<file path="config.mk">
export PLATFORM = sky130hd
export DESIGN_NAME = traffic_phase_ctrl_flat
export DESIGN_NICKNAME = d
export VERILOG_FILES = /design/src/rtl/traffic_phase_ctrl_if.sv /design/src/rtl/traffic_phase_ctrl.sv /design/src/flat_wrapper.sv
export SDC_FILE = /design/constraint.sdc
export NUM_CORES = 1
export LEC_CHECK = 0
export BUFFER_PORTS_ARGS = -buffer_cell sky130_fd_sc_hd__buf_4
export CORE_MARGIN = 5
export CORE_UTILIZATION = 40
export CTS_BUF_LIST = sky130_fd_sc_hd__clkbuf_8
export DETAILED_ROUTE_END_ITERATION = 6
export SLEW_MARGIN = 20
export SYNTH_ARGS = -nofsm -noshare
export SYNTH_HDL_FRONTEND = slang
export SYNTH_SLANG_ARGS = --single-unit
export TNS_END_PERCENT = 20
</file>
<file path="constraint.sdc">
create_clock -name clock -period 6.77 [get_ports clock]
set_input_delay 1.354 -clock clock [delete_from_list [all_inputs] [get_ports clock]]
set_output_delay 1.354 -clock clock [all_outputs]
set_load 0.005 [all_outputs]
</file>
<file path="src/rtl/traffic_phase_ctrl_if.sv">
// Sensor-side inputs and lamp-driver outputs of the intersection controller.
// master = the side driving sensors/reading lamps, slave = the controller.
interface traffic_phase_ctrl_if #(
    parameter int N_PHASE = 4
);
    localparam int PW = (N_PHASE > 1) ? $clog2(N_PHASE) : 1;

    logic [N_PHASE-1:0] car;
    logic               ped_button;
    logic [N_PHASE-1:0] red;
    logic [N_PHASE-1:0] yellow;
    logic [N_PHASE-1:0] green;
    logic               walk;
    logic               dont_walk;
    logic [PW-1:0]      phase_idx;
    logic               ped_pending;

    modport master (
        output car, ped_button,
        input  red, yellow, green, walk, dont_walk, phase_idx, ped_pending
    );

    modport slave (
        input  car, ped_button,
        output red, yellow, green, walk, dont_walk, phase_idx, ped_pending
    );
endinterface

</file>
<file path="src/rtl/traffic_phase_ctrl.sv">
// N-approach round-robin signal controller with an exclusive pedestrian phase.
// All lamps are registered and derived from the next-state values.
module traffic_phase_ctrl #(
    parameter int N_PHASE   = 4,
    parameter int MIN_GREEN = 4,
    parameter int MAX_GREEN = 10,
    parameter int YELLOW    = 2,
    parameter int ALL_RED   = 1,
    parameter int PED_WALK  = 3,
    parameter int PED_CLEAR = 4
) (
    input  logic               clock,
    input  logic               reset_n,
    traffic_phase_ctrl_if.slave bus
);
    localparam int PW = (N_PHASE > 1) ? $clog2(N_PHASE) : 1;
    localparam int M1 = (MAX_GREEN > YELLOW)   ? MAX_GREEN : YELLOW;
    localparam int M2 = (M1 > ALL_RED)         ? M1 : ALL_RED;
    localparam int M3 = (M2 > PED_WALK)        ? M2 : PED_WALK;
    localparam int MAXP = (M3 > PED_CLEAR)     ? M3 : PED_CLEAR;
    localparam int TW = $clog2(MAXP + 1);

    typedef enum logic [2:0] {
        S_GREEN, S_YELLOW, S_ALL_RED, S_PED_WALK, S_PED_CLEAR
    } state_t;

    state_t             state_q, state_d;
    logic [TW-1:0]      timer_q, timer_d;
    logic [PW-1:0]      phase_q, phase_d;
    logic               ped_q, ped_d;
    logic [N_PHASE-1:0] red_q, red_d, yellow_q, yellow_d, green_q, green_d;
    logic               walk_q, walk_d, dont_walk_q, dont_walk_d;

    logic               enter;
    logic               other;
    logic               found;
    logic [N_PHASE-1:0] own;
    logic [PW-1:0]      sel, cand;
    int                 shown;
    int                 idx;

    // Round-robin pick starting after the last-served phase, itself last.
    always_comb begin
        sel   = '0;
        found = 1'b0;
        idx   = 0;
        cand  = '0;
        for (int k = 1; k <= N_PHASE; k++) begin
            idx = int'(phase_q) + k;
            if (idx >= N_PHASE) idx = idx - N_PHASE;
            cand = PW'(idx);
            if (!found && bus.car[cand]) begin
                found = 1'b1;
                sel   = cand;
            end
        end
    end

    always_comb begin
        state_d = state_q;
        phase_d = phase_q;
        enter   = 1'b0;
        own     = '0;
        own[phase_q] = 1'b1;
        other   = ped_q || ((bus.car & ~own) != '0);
        shown   = int'(timer_q) + 1;
        ped_d   = ped_q || (bus.ped_button && state_q != S_PED_WALK);

        case (state_q)
            S_GREEN: begin
                if (shown >= MIN_GREEN && other &&
                    (!bus.car[phase_q] || shown >= MAX_GREEN)) begin
                    state_d = S_YELLOW;
                    enter   = 1'b1;
                end
            end
            S_YELLOW: begin
                if (shown >= YELLOW) begin
                    state_d = S_ALL_RED;
                    enter   = 1'b1;
                end
            end
            S_ALL_RED: begin
                if (shown >= ALL_RED) begin
                    enter = 1'b1;
                    if (ped_q) begin
                        state_d = S_PED_WALK;
                    end else begin
                        state_d = S_GREEN;
                        phase_d = found ? sel : '0;
                    end
                end
            end
            S_PED_WALK: begin
                if (shown >= PED_WALK) begin
                    state_d = S_PED_CLEAR;
                    enter   = 1'b1;
                end
            end
            S_PED_CLEAR: begin
                if (shown >= PED_CLEAR) begin
                    state_d = S_ALL_RED;
                    enter   = 1'b1;
                end
            end
            default: begin
                state_d = S_ALL_RED;
                enter   = 1'b1;
            end
        endcase

        // Clearing on walk entry wins over a press in the same cycle.
        if (enter && state_d == S_PED_WALK) ped_d = 1'b0;

        if (enter)          timer_d = '0;
        else if (&timer_q)  timer_d = timer_q;
        else                timer_d = timer_q + TW'(1);

        red_d       = '1;
        yellow_d    = '0;
        green_d     = '0;
        walk_d      = 1'b0;
        dont_walk_d = 1'b1;
        case (state_d)
            S_GREEN: begin
                green_d[phase_d] = 1'b1;
                red_d[phase_d]   = 1'b0;
            end
            S_YELLOW: begin
                yellow_d[phase_d] = 1'b1;
                red_d[phase_d]    = 1'b0;
            end
            S_PED_WALK: begin
                walk_d      = 1'b1;
                dont_walk_d = 1'b0;
            end
            S_PED_CLEAR: dont_walk_d = timer_d[0];
            default: ;
        endcase
    end

    always_ff @(posedge clock or negedge reset_n) begin
        if (!reset_n) begin
            state_q     <= S_ALL_RED;
            timer_q     <= '0;
            phase_q     <= '0;
            ped_q       <= 1'b0;
            red_q       <= '1;
            yellow_q    <= '0;
            green_q     <= '0;
            walk_q      <= 1'b0;
            dont_walk_q <= 1'b1;
        end else begin
            state_q     <= state_d;
            timer_q     <= timer_d;
            phase_q     <= phase_d;
            ped_q       <= ped_d;
            red_q       <= red_d;
            yellow_q    <= yellow_d;
            green_q     <= green_d;
            walk_q      <= walk_d;
            dont_walk_q <= dont_walk_d;
        end
    end

    assign bus.red         = red_q;
    assign bus.yellow      = yellow_q;
    assign bus.green       = green_q;
    assign bus.walk        = walk_q;
    assign bus.dont_walk   = dont_walk_q;
    assign bus.phase_idx   = phase_q;
    assign bus.ped_pending = ped_q;
endmodule

</file>
<file path="src/flat_wrapper.sv">
// flat-port wrapper written by rule: the top's interface ports become plain ports
module traffic_phase_ctrl_flat 
#(
    parameter int N_PHASE   = 4,
    parameter int MIN_GREEN = 4,
    parameter int MAX_GREEN = 10,
    parameter int YELLOW    = 2,
    parameter int ALL_RED   = 1,
    parameter int PED_WALK  = 3,
    parameter int PED_CLEAR = 4
)
  (clock, reset_n, bus_car, bus_ped_button, bus_red, bus_yellow, bus_green, bus_walk, bus_dont_walk, bus_phase_idx, bus_ped_pending);
  traffic_phase_ctrl_if #(.N_PHASE(N_PHASE)) bus_i ();
  input  logic clock;
  input  logic reset_n;
  input wire logic [$bits(bus_i.car)-1:0] bus_car;
  input wire logic [$bits(bus_i.ped_button)-1:0] bus_ped_button;
  output wire logic [$bits(bus_i.red)-1:0] bus_red;
  output wire logic [$bits(bus_i.yellow)-1:0] bus_yellow;
  output wire logic [$bits(bus_i.green)-1:0] bus_green;
  output wire logic [$bits(bus_i.walk)-1:0] bus_walk;
  output wire logic [$bits(bus_i.dont_walk)-1:0] bus_dont_walk;
  output wire logic [$bits(bus_i.phase_idx)-1:0] bus_phase_idx;
  output wire logic [$bits(bus_i.ped_pending)-1:0] bus_ped_pending;
  assign bus_i.car = bus_car;
  assign bus_i.ped_button = bus_ped_button;
  assign bus_red = bus_i.red;
  assign bus_yellow = bus_i.yellow;
  assign bus_green = bus_i.green;
  assign bus_walk = bus_i.walk;
  assign bus_dont_walk = bus_i.dont_walk;
  assign bus_phase_idx = bus_i.phase_idx;
  assign bus_ped_pending = bus_i.ped_pending;
  traffic_phase_ctrl #(.N_PHASE(N_PHASE), .MIN_GREEN(MIN_GREEN), .MAX_GREEN(MAX_GREEN), .YELLOW(YELLOW), .ALL_RED(ALL_RED), .PED_WALK(PED_WALK), .PED_CLEAR(PED_CLEAR)) u_core (.clock(clock), .reset_n(reset_n), .bus(bus_i));
endmodule
</file>
* After elaboration in Yosys (flattened, before gate mapping)
Cells that the tools add are included.
Storage, ports and cells: bits in registers 24, input bits 7
Cells by class: bitwise logic cells 3, $lt $le $gt $ge 17, muxes and demuxes 51, add/subtract/negate cells 10, eq/ne operators 9, reductions and logical operators 21
Operators with widths (number):
- $ge 32x3->1 const B | 2
- $ge 32x2->1 const B | 1
- $ge 32x4->1 const B | 1
- $ge 32x5->1 const B | 1
- $mux 2 | 13
- $mux 4 | 5
- $lt 2x3->1 const B | 6
- $mux 1 | 18
- $mux 3 | 5
- $pmux 3 s5 | 1
- $bmux 1 s2 | 5
- $eq 3x2->1 const B | 3
- $ge 3x3->1 const B | 3
- $logic_and 1x1->1 | 9
- $not 4->4 | 2
- $sub 2x1->2 const B | 4
- $add 2x2->3 const B | 2
- $eq 3x1->1 const B | 2
- $eq 3x3->1 const B | 2
- $logic_not 3->1 | 2
- $add 4x1->5 const B | 1
- $pmux 1 s5 | 1
- $add 2x3->4 const B | 1
- $add 4x1->4 const B | 1
- other kinds (13) | 20

* Depth between registers and ports, before layout
Gate-level depths: netlist (run 1).
depth after elaboration 25, mapped depth 9, gate-level depth less buffers 8

* Worst setup path before layout (run 1)
OpenSTA, ideal clock, no wires.
path type input to register, start in bus_car[1], end reg u_core.red_q[2], in the netlist u_core.bus.red[2], arrival time 3119 ps, setup time 88 ps, data required time 6682 ps, stages 7, setup slack 3563 ps, cell sequence buf_4 > mux4_2 > nor2b_4 > or4_4 > o21ai_4 > inv_6 > or3_1
Between the ends: cells in the longest elaborated chain, start to end 22, elaborated cells between the ends (all ways) 47, those cells by class order compare (2); eq/ne (1); mux (27); bitwise (2); reduce/logical (15)
Ends and longest elaborated chain:
- start: declaration | line flat_wrapper.sv:16 | input wire logic [$bits(bus_i.car)-1:0] bus_car;
- $bmux 1 s2 | line traffic_phase_ctrl.sv:52 | if (!found && bus.car[cand]) begin
- $mux 1 (implied by the code) | line traffic_phase_ctrl.sv:52
- $mux 1 | line traffic_phase_ctrl.sv:52
- $logic_not 1->1 | line traffic_phase_ctrl.sv:52
- $logic_and 1x1->1 | line traffic_phase_ctrl.sv:52
- $mux 1 | line traffic_phase_ctrl.sv:52
- $logic_not 1->1 | line traffic_phase_ctrl.sv:52
- $logic_and 1x1->1 | line traffic_phase_ctrl.sv:52
- [8 not listed]
- named net u_core.phase_d[0] | line traffic_phase_ctrl.sv:29 | logic [PW-1:0] phase_q, phase_d;
- $lt 2x3->1 (implied by the code) / $ge 2x1->1 (equally long branches) | line traffic_phase_ctrl.sv:127, traffic_phase_ctrl.sv:131
- $logic_and 1x1->1 (implied by the code) | line traffic_phase_ctrl.sv:127, traffic_phase_ctrl.sv:131
- $mux 1 (implied by the code) | line traffic_phase_ctrl.sv:127, traffic_phase_ctrl.sv:131
- $demux 1 s2 *
- $not 4->4 (no source line) *
- $mux 4 *
- named net u_core.red_d[2] | line traffic_phase_ctrl.sv:31 | logic [N_PHASE-1:0] red_q, red_d, yellow_q, yellow_d, green_q, green_d;
- end signal: assignment | line traffic_phase_ctrl.sv:158 | red_q <= red_d;
- end: declaration | line traffic_phase_ctrl.sv:31
The timed path passes the listed nets; every way through them passes the cells marked *. The select of a mux whose other input is x is not followed. A chain may end at the register's enable or synchronous reset.

* Worst setup path after layout (run 1)
Ends and elaborated chain as after synthesis.

==> impl_metrics.ini, run 1 <==
[logic_synthesis]
netlist_instances = 149
synth_area_mm2 = 0.001523
yosys.area.top_type_share_pct = 29.58
synth_area_leaders = dfrtp_1 30%, dfstp_2 10%, ha_1 6.6%, inv_1 3.7%, nor4_1 3.7%
synth_top_family_by_area = simple AND/OR/NAND/NOR gates
synth_ff_type = dfrtp_1
synth_top_cell_by_area = dfrtp_1
ys_ff_latch = 24
synth_compound_area_share_pct = 17.42
async_flop_share_pct = 100.0
synth_fp_nets = 164
avgSynthCellArea_um2 = 10.22
synthMuxAreaShare_pct = 7.642
ys_types = 52
synth_fa_ha_area_share_pct = 6.574
synth_edf_count = 0
synth-simple-area-share_pct = 19.31
synth_xor_area_share_pct = 0.5752
seq_area_frac_synth_pct = 39.93
ys_warn_count = 0

[clock_network]
cts_max_level = 1
cts_tree = yes
postCtsSetupBuffers = 0
cts.sinks = 24
post_cts_resized = 0
root_buffer = clkbuf_8
cts.clk_slew.worst_paths_ns = 0.09
max-clock-path-buffers = 2
insertion_delay_ns = 0.26
hold_buffers = 0
cts_buffers = 3

[timing]
tightestPinTransition_ns = 0.5364
fin_crit_sh_pct = 44.70
slew_violations = 0
skew_ns = 0.006870
max_freq_mhz = 330.5
relSlewSlack_pct = 63.32
fin_crit_ns = 3.026
tns_ns = 0
setup_viol = 0
final_hold_viol_count = 0
rsz0062_at_grt = false

[final_layout]
num_antenna_cells = 0
fillerInstances = 364
areaGrowthSynthToFinish_pct = 15.69
drive_gt1_share_pct = 27.11
fin_nets = 182

[hold_path]
worst_hold_path.endpoint = u_core.timer_q[3]$_DFFE_PN0P_
min_from = u_core.timer_q[2]$_DFFE_PN0P_
min_path_type = reg2reg
hold_depth = 2

[drt]
drt-total-wl_um = 3201
drc_errors = 0
postRouteAntennaNets = 0
viasPerCell = 5.519
drt_pass1_iterations = 4
wl_per_cell_um = 14.96
num_vias = 1181
drt-initial-drc-count = 52

[floorplanning]
die_x_um = 71.70
rows = 22
num_io_pins = 24
core_area_mm2 = 0.003689
dieArea_mm2 = 0.005141
start_util_pct = 41.28
die_y_um = 71.70

[grt]
gr-usage-all-layers_pct = 13.46
overflow = 0
grt_antenna_before_repair = 0
first_global_vias = 1153
grt_pass1_wl_um = 5561
grt_max_degree = 25

[critical_path]
critical-path-max-stage-delay_ns = 0.52
cp-end-kind = register
critPathTopFamily = simple AND/OR/NAND/NOR gates
rr_startpoint = u_core.bus.phase_idx[0]$_DFF_PN0_
path_cells = buf_4 > mux4_2 > nor2b_4 > or4_4 > o21ai_4 > inv_6 > or3_1
reg2reg_slack_ns = 3.95
path_max_fanout = 10
critPathSlowestCell = or4_4
rr_endpoint = u_core.bus.red[2]$_DFF_PN1_
required_ns = 6.95
worstPathArrival_ns = 3.21
path_buf_inv = 2
critPathKind = in2reg
reg2reg_depth = 8
worstSetupStartpointType = input pin

[flow_run]
maxCapViolations = 0

[placed_design]
hpwl_um = 2425
routabilityCongestion = 0.8570
numPortBuffers = 23

[outcome]
status = finished clean

[power]
irDropWorstVdd_v = 0.0002134
p_per_area_mw_per_mm2 = 475.0
p_leak_nw = 0.8008
power_w = 0.0008369
==> synth_stat cells, types with 3 or more instances <==
cell type   n
a21oi_1     7
dfrtp_1    18
dfstp_2     6
ha_1        8
inv_1      15
mux2i_1     3
nand2_1     5
nor2_1      9
nor3_1      5
nor4_1      9
o21a_1      3
or3_1       4
==> routing by layer <==
metal | vias to the layer above | track usage, % | part of all wire [%]
li1 | 575 | - | -
met1 | 566 | 18.28 | 46
met2 | 38 | 21.53 | 48
met3 | 2 | 2.525 | 5.7
met4 | 0 | 4.384 | 0.94
met5 | - | 0 | 0
==> worst max path at each step <==
stage               slack, ns        from                            end  depth (start not counted)
finish                   3.74  bus_car[1]    u_core.bus.red[2]$_DFF_PN1_                          7
global route             3.53  bus_car[0]  u_core.bus.green[3]$_DFF_PN0_                          6
CTS                      3.74  bus_car[0]  u_core.bus.green[3]$_DFF_PN0_                          6
detailed placement       3.46  bus_car[1]    u_core.bus.red[2]$_DFF_PN1_                          7
global placement         3.48  bus_car[0]  u_core.bus.green[1]$_DFF_PN0_                          6
floorplan                3.56  bus_car[1]    u_core.bus.red[2]$_DFF_PN1_                          7
==> layout by cell type (no fill, tap or decap), drive strengths merged, types with 2 or more instances in the layout <==
cell / n
dfrtp: 18
nand3: 2
and2: 2
o21ai: 3
o21a: 3
clkbuf: 3
o31a: 2
ha: 8
dfstp: 6
o22a: 2
a221oi: 3
nand2: 5
nor4: 9
nand2b: 2
nor3b: 2
a21oi: 7
mux2i: 3
a211oi: 2
mux4: 3
or2b: 2
or3: 5
inv: 16
nor3: 5
nor2: 9
nor2b: 3
o22ai: 2
buf: 23
==> report_power, final <==
group | leakage, nW | total, W | switching (W) | internal (W)
registers | 0.300 | 0.000273 | 0.0000643 | 0.000209
clock network | 0.0357 | 0.000124 | 0.0000451 | 0.0000789
logic | 0.466 | 0.000440 | 0.000235 | 0.000205
==> per-stage QoR <==
stage / setup WS [ns] / util [%] / hold slack [ns] / instance area [um2] / std cells
final: 3.744 / 47.76 / 0.6713 / 1762 / 214
after floorplan: 3.563 / - / 0.5861 / 1523 / 149
after detailed placement: 3.462 / 45.83 / 0.6559 / 1690 / 210
after global placement: 3.483 / 45.83 / 0.6463 / 1690 / 210
after global routing: 3.535 / 47.76 / 0.7155 / 1762 / 214
after CTS: 3.742 / 47.76 / 0.6702 / 1762 / 214
==> tightest hold or removal path: stages (launching register included) <==
cell and delay (ns):
dfrtp_1 0.44, a21oi_1 0.15, nor3b_1 0.05
==> state kept, by name, summed over array words and instances, names as in the netlist <==
signal / count
u_core.bus.dont_walk: 1
u_core.bus.phase_idx: 2
u_core.bus.ped_pending: 1
u_core.bus.green: 4
u_core.bus.walk: 1
u_core.state_q: 3
u_core.timer_q: 4
u_core.bus.yellow: 4
u_core.bus.red: 4
==> area by class of cell <==
cell class	count	area (um2)	area share (%)
Multi-Input combinational cell	99	784.5	44.53
Clock inverter	1	30.03	1.705
Timing Repair Buffer	23	172.7	9.801
Clock buffer	3	41.29	2.344
Tap cell	48	60.06	3.409
Sequential cell	24	608.1	34.52
Inverter	16	65.06	3.693
==> cell families after synthesis <==
kind of cell	count (synthesis)
multiplexers	7
AND/OR/NAND/NOR	50
flip-flops	24
XOR/XNOR	1
adder cells (fa/ha/maj)	8
buffers and inverters	26
AO/OA/AOI/OAI	33
(Power assumes the default switching activity.)
==> inputs of run 2 (changes only) <==
==> constraint.sdc (replaced) <==
create_clock -name clock -period 3 [get_ports clock]
set_input_delay 0.6 -clock clock [delete_from_list [all_inputs] [get_ports clock]]
set_output_delay 0.6 -clock clock [all_outputs]
set_load 0.005 [all_outputs]
==> run 2 against run 1 <==
Compared with the run above: clock power grew 130%; count of clock-buffer cells in the layout is the same; sequential share of layout area shrank 0.15 points; global-route usage shrank 0.40 points; cell count grew 0.47%; first-iteration DRC count shrank 5.8%; largest cell class unchanged.
==> impl_metrics.ini, run 2 (same netlist as run 1, synthesis figures left out) <==
[outcome]
status = finished clean

[placed_design]
numPortBuffers = 23
hpwl_um = 2330
place_area_mm2 = 0.001698
routabilityCongestion = 0.8371
dp_cells = 211

[timing]
relSlewSlack_pct = 56.66
fin_crit_ns = 2.666
tns_ns = 0
rsz0062_at_grt = false
final_hold_viol_count = 0
max_freq_mhz = 375.1
fin_crit_sh_pct = 88.87
setup_viol = 0
skew_ns = 0.004142
tightestPinTransition_ns = 0.6337
slew_violations = 0

[drt]
wl_per_cell_um = 15.07
drt_pass1_iterations = 4
drt-total-wl_um = 3241
num_vias = 1179
drt-initial-drc-count = 49
drc_errors = 0
postRouteAntennaNets = 0
viasPerCell = 5.484

[critical_path]
rr_startpoint = u_core.bus.phase_idx[1]$_DFF_PN0_
critPathSlowestCell = mux4_1
critPathKind = reg2reg
path_buf_inv = 2
crit_end = u_core.bus.yellow[2]$_DFF_PN0_
startpoint = u_core.bus.phase_idx[1]$_DFF_PN0_
rr_endpoint = u_core.bus.yellow[2]$_DFF_PN0_
reg2reg_slack_ns = 0.33
worst-path-stages = 8
path_max_fanout = 10
worstSetupStartpointType = register
reg2reg_depth = 8
cp-end-kind = register
required_ns = 3.15
critPathTopFamily = multiplexers
path_cells = inv_1 > ha_1 > mux4_1 > nor2b_4 > nor3_1 > o21ai_4 > inv_6 > nor4_1
critical-path-max-stage-delay_ns = 0.61
worstPathArrival_ns = 2.82

[grt]
grt_antenna_before_repair = 0
overflow = 0
gr-usage-all-layers_pct = 13.06
grt_max_degree = 25
first_global_vias = 1119
grt_pass1_wl_um = 5423

[clock_network]
cts_tree = yes
postCtsSetupBuffers = 0
cts.sinks = 24
hold_buffers = 0
insertion_delay_ns = 0.27
cts_buffers = 3
max-clock-path-buffers = 2
post_cts_resized = 0
cts_max_level = 1
cts.clk_slew.worst_paths_ns = 0.09
root_buffer = clkbuf_8

[hold_path]
min_path_type = in2async

[final_layout]
areaGrowthSynthToFinish_pct = 16.19
num_antenna_cells = 0
final_cell_mix = 24 x buf_4, 18 x dfrtp_1, 15 x inv_1
fin_nets = 183
final_common_cell = buf_4
finalInstanceArea_mm2 = 0.001769
finalNonFillerCells = 215
drive_gt1_share_pct = 27.54

[floorplanning]
dieArea_mm2 = 0.005141
start_util_pct = 41.28
core_area_mm2 = 0.003689
rows = 22
die_y_um = 71.70
die_x_um = 71.70
num_io_pins = 24

[power]
irDropWorstVdd_v = 0.0003898
p_leak_nw = 0.8056
p_per_area_mw_per_mm2 = 1078

[flow_run]
maxCapViolations = 0
## run 2: cell types whose count changed in the layout (fill, tap and decap cells not counted)
cell   delta
buf_4     +1
## run 2: worst min-delay path by stage
stage	from	to	slack (ns)	cells after the start
3_3_place_gp	reset_n	u_core.bus.yellow[2]$_DFF_PN0_	0.51	1
5_1_grt	reset_n	u_core.bus.yellow[2]$_DFF_PN0_	0.23	1
6_report	reset_n	u_core.bus.yellow[2]$_DFF_PN0_	0.21	1
4_1_cts	reset_n	u_core.bus.yellow[2]$_DFF_PN0_	0.22	1
2_1_floorplan	reset_n	u_core.bus.green[0]$_DFF_PN0_	0.30	0
3_5_place_dp	reset_n	u_core.bus.yellow[2]$_DFF_PN0_	0.52	1
## run 2: through the flow
step | total power (W) | utilization, % | setup WS, ns | hold slack (ns)
after floorplan | 0.001342 | - | 0.5166 | 0.3044
after global placement | 0.001593 | 46.03 | 0.4054 | 0.5094
after detailed placement | 0.001615 | 46.03 | 0.3749 | 0.5151
after CTS | 0.001911 | 47.96 | 0.3560 | 0.2186
after global routing | 0.002047 | 47.96 | 0.1196 | 0.2254
final | 0.001907 | 47.96 | 0.3340 | 0.2129
## run 2: report_power, final
group | internal, W | switching (W) | total, W
logic | 0.000472 | 0.000559 | 0.00103
registers | 0.000471 | 0.000119 | 0.000590
clock network | 0.000178 | 0.000107 | 0.000286
total | 0.00112 | 0.000785 | 0.00191
## run 2: per-layer routing
metal  wire (um)  GRT usage (%)  vias to the layer above
li1            -              -                      579
met1        1596          18.14                      582
met2        1506          20.10                       14
met3          95          2.805                        4
met4          42          4.384                        0
met5           0              0                        -
## run 2: cell type report
class,count,area (um2)
fillers,364,1919
multi-input cells,99,784.5
flip-flops and latches,24,608.1
repair buffers,24,180.2
inverters,16,65.06
well taps,48,60.06
clock buffers,3,41.29
clock inverters,1,30.03
